[config.mk]
export PLATFORM = sky130hd
export DESIGN_NAME = apb_check_pipe
export DESIGN_NICKNAME = d
export VERILOG_FILES = /design/src/rtl/audioport_util_pkg.sv /design/src/rtl/apb_check_pipe.sv
export SDC_FILE = /design/constraint.sdc
export NUM_CORES = 1
export LEC_CHECK = 0
export CELL_PAD_IN_SITES_DETAIL_PLACEMENT = 1
export CELL_PAD_IN_SITES_GLOBAL_PLACEMENT = 1
export CORE_ASPECT_RATIO = 0.6
export CORE_MARGIN = 5
export CORE_UTILIZATION = 21
export CTS_BUF_LIST = sky130_fd_sc_hd__clkbuf_8 sky130_fd_sc_hd__clkbuf_16
export CTS_CLUSTER_DIAMETER = 60
export DETAILED_ROUTE_END_ITERATION = 6
export HOLD_SLACK_MARGIN = 0.05
export PLACE_DENSITY = 0.74
export SYNTH_ARGS = -nofsm -noshare
export SYNTH_HDL_FRONTEND = slang
export SYNTH_SLANG_ARGS = --single-unit
[constraint.sdc]
create_clock -name clk -period 0.8 [get_ports clk]
set_clock_uncertainty 0.15 [all_clocks]
set_input_delay 0.12 -clock clk [delete_from_list [all_inputs] [get_ports clk]]
set_output_delay 0.12 -clock clk [all_outputs]
set_load 0.005 [all_outputs]
[src/rtl/audioport_util_pkg.sv]
// Shared types and helpers for the APB bus checker.
package audioport_util_pkg;

  // Phase of the most recently sampled bus cycle that belongs to an open transfer.
  typedef enum logic [1:0] {
    APB_IDLE   = 2'd0,
    APB_SETUP  = 2'd1,
    APB_ACCESS = 2'd2
  } apb_state_t;

  // Error kinds in rising priority order (data beats addr beats proto).
  typedef enum logic [1:0] {
    ERR_NONE  = 2'd0,
    ERR_PROTO = 2'd1,
    ERR_ADDR  = 2'd2,
    ERR_DATA  = 2'd3
  } err_kind_t;

  // Width of a register index; at least one bit so a single register still works.
  function automatic int idx_width(input int n);
    return (n > 1) ? $clog2(n) : 1;
  endfunction

  // 16-bit counter add that sticks at all ones.
  function automatic logic [15:0] sat_add16(input logic [15:0] a, input logic [1:0] b);
    logic [16:0] s;
    s = {1'b0, a} + {15'd0, b};
    return s[16] ? 16'hFFFF : s[15:0];
  endfunction

endpackage

[src/rtl/apb_check_pipe.sv]
// Delay line of pending data checks. Each completed write enters as
// {index, data} and emerges exactly LATENCY cycles later for comparison.
// push is a one-cycle strobe with no backpressure: the line advances every
// cycle, so a new entry can be accepted on every clock and none is dropped.
module apb_check_pipe
  import audioport_util_pkg::*;
#(
  parameter int LATENCY = 1,
  parameter int NREGS   = 8
) (
  input  logic                          clk,
  input  logic                          rst_n,
  input  logic                          push,
  input  logic [idx_width(NREGS)-1:0]   push_idx,
  input  logic [31:0]                   push_data,
  output logic                          chk_valid,
  output logic [idx_width(NREGS)-1:0]   chk_idx,
  output logic [31:0]                   chk_data,
  output logic                          busy
);

  localparam int IW = idx_width(NREGS);

  logic [LATENCY-1:0] valid_q;
  logic [IW-1:0]      idx_q  [LATENCY];
  logic [31:0]        data_q [LATENCY];

  // Shift register of pending checks; reset discards everything in flight.
  always_ff @(posedge clk or negedge rst_n) begin
    if (!rst_n) begin
      valid_q <= '0;
      for (int i = 0; i < LATENCY; i++) begin
        idx_q[i]  <= '0;
        data_q[i] <= '0;
      end
    end else begin
      valid_q[0] <= push;
      idx_q[0]   <= push_idx;
      data_q[0]  <= push_data;
      for (int i = 1; i < LATENCY; i++) begin
        valid_q[i] <= valid_q[i-1];
        idx_q[i]   <= idx_q[i-1];
        data_q[i]  <= data_q[i-1];
      end
    end
  end

  assign chk_valid = valid_q[LATENCY-1];
  assign chk_idx   = idx_q[LATENCY-1];
  assign chk_data  = data_q[LATENCY-1];
  assign busy      = |valid_q;

endmodule

==> qor.txt <==
status = complete, but fails checks
failing checks = negative setup slack
Buf/Inv on CP = 1
worst-path fanout max = 2
Worst Path Required = 530 ps
worst min path class = input port to register
placed inst area = 1732 µm²
average cell area after synthesis = 24.55 µm²
RSZ-0062 raised after global routing = true
Final min period = 1041 ps
Worst-Margin Slew = 194.3 ps
Comb power frac = 0.102
Port Buffers = 74
dpl ws = -306.5 ps
ANT nets after route = 0
fin worst setup slack = -240.6 ps
postcts setup bufs = 0
Vias = 617
CP endpoint kind = primary output
die height = 60.95 µm
Post-Synthesis Cells = 37
Via density = 3.486
Pre-Repair DR Iteration Count = 3
CTS Sinks = 36
Final Cell Area = 1625 µm²
crit-path cells = buf_2
clk slew on worst S/H paths = 60 ps
CTS Root Cell = clkbuf_8
Core Area = 4144 µm²
Sw Pwr = 659.9 µW
H-tree Lvls = 2
switching part of the total = 0.1964
number of remaining DRC errors = 0
Starting Density = 0.2192
final setup violation count = 37
TritonCTS clock tree = built
part of the power in registers = 0.576
Die ar. = 5784 µm²
number of global-route vias before repair = 747
Synth Register Bits = 36
Max clock buf depth = 2
delay-heaviest family, CP = flip-flops
multi-input gates = 0
Initial DRC Count = 13
Worst path slowest cell = dfrtp_1
total CTS buffers = 5
final period utilization = 1.301
Max rail drop VDD = 970.3 µV
crit path kind = register to primary output
Hold Vio Cnt, Final = 0
Post-Route WL = 2.477 mm
Total Routing Usage GR = 0.09120
multi-input combinational cell area = 0 µm²
FMAX = 0.9610 GHz
total number of yosys warnings = 0
Max-cap violations = 0
first-pass GRT wire length = 3.726 mm
area of the mapped netlist = 908.4 µm²
Worst slew margin = 0.8705
Power Density = 2068 nW/µm²
Pwr Total = 3361 µW
Final Util = 0.3922
Die Wd = 94.91 µm
Synth cell types = 2
largest net degree at the start of global routing = 37
initial antenna violation count = 0
Area Growth Syn to Fin = 78.93%
P_int = 2701 µW
GPL Wtd Cong = 0.6030
number of core rows = 18
Ant. Diodes = 0
number of I/O pins = 75
Avg WL per Cell = 13.99 µm
leak pwr = 0.0007593 µW
final global-route overflow total = 0
Nets = 157
CP Launch Type = register
clock power share = 0.322
Syn Nets = 75
share of cells above drive strength 1 = 0.3761
Max Slew Vio Count = 0
WP data arrival = 770 ps
Min Hold Slack = 134.3 ps
post-synthesis sequential area ratio = 0.9917
max incr delay on CP = 370 ps
==> Yosys cell counts <==
| cell | instances | area, µm² |
|---|---|---|
| dfrtp_1 | 36 | 900.9 |
| buf_4 | 1 | 7.510 |
==> power groups by stage <==
stage                     Sequential (µW)  Clock [µW]  Combinational (µW)
after floorplan                      1990           0                3.98
after global placement               1970           0                 431
after detailed placement             1970           0                 443
after CTS                            1940        1160                 355
after global routing                 1940        1270                 375
final                                1940        1080                 342
==> what timing repair did <==
action	CTS	global route
hold buffers	1	0
resized for setup	148	0
pin swaps	0	0
endpoints found under the hold margin	36	0
setup endpoints to repair	37	37
gates cloned	0	0
==> layer usage <==
metal	vias up	track usage	part of all wire
met3	3	0.06444	0.12
met2	40	0.1523	0.52
met4	0	0.03080	0.0077
met1	303	0.09196	0.35
met5	-	0	0
li1	271	-	-
==> cells by family after synthesis <==
| family | Yosys count | synth area share |
|---|---|---|
| buf+inv | 1 | 0.008268 |
| flops | 36 | 0.9917 |
==> flip-flops by register name, summed over array words and instances, names as in the netlist <==
register / count
chk_data: 32
chk_idx: 3
busy: 1
==> metrics by stage <==
stage	instances	setup TNS [ps]
4_1_cts	177	-9045
6_report	177	-8261
3_5_place_dp	171	-10550
2_1_floorplan	37	0
5_1_grt	177	-9851
3_3_place_gp	171	-10070
==> path summary, 6_finish.rpt <==
check	from	to	slack (ps)	cells after the start
max in group asynchronous	rst_n	chk_data[2]	130	3
setup / recovery	busy	busy	-240	1
hold / removal	push_data[3]	chk_data[3]	130	1
min in group asynchronous	rst_n	chk_data[20]	180	3
==> cell type report <==
type	count	area (µm²)
timing repair buffer	76	580.6
sequential	36	900.9
tap	60	75.07
fill	455	2519
clock buffer	5	68.82
==> cells in the final DEF, fill, tap and decap left out <==
cell and n:
buf_12 1, buf_2 38, clkbuf_8 5, clkdlybuf4s50_1 36, dfrtp_1 36, dlygate4sd3_1 1
Note: power is estimated with default switching activity, not from simulation.
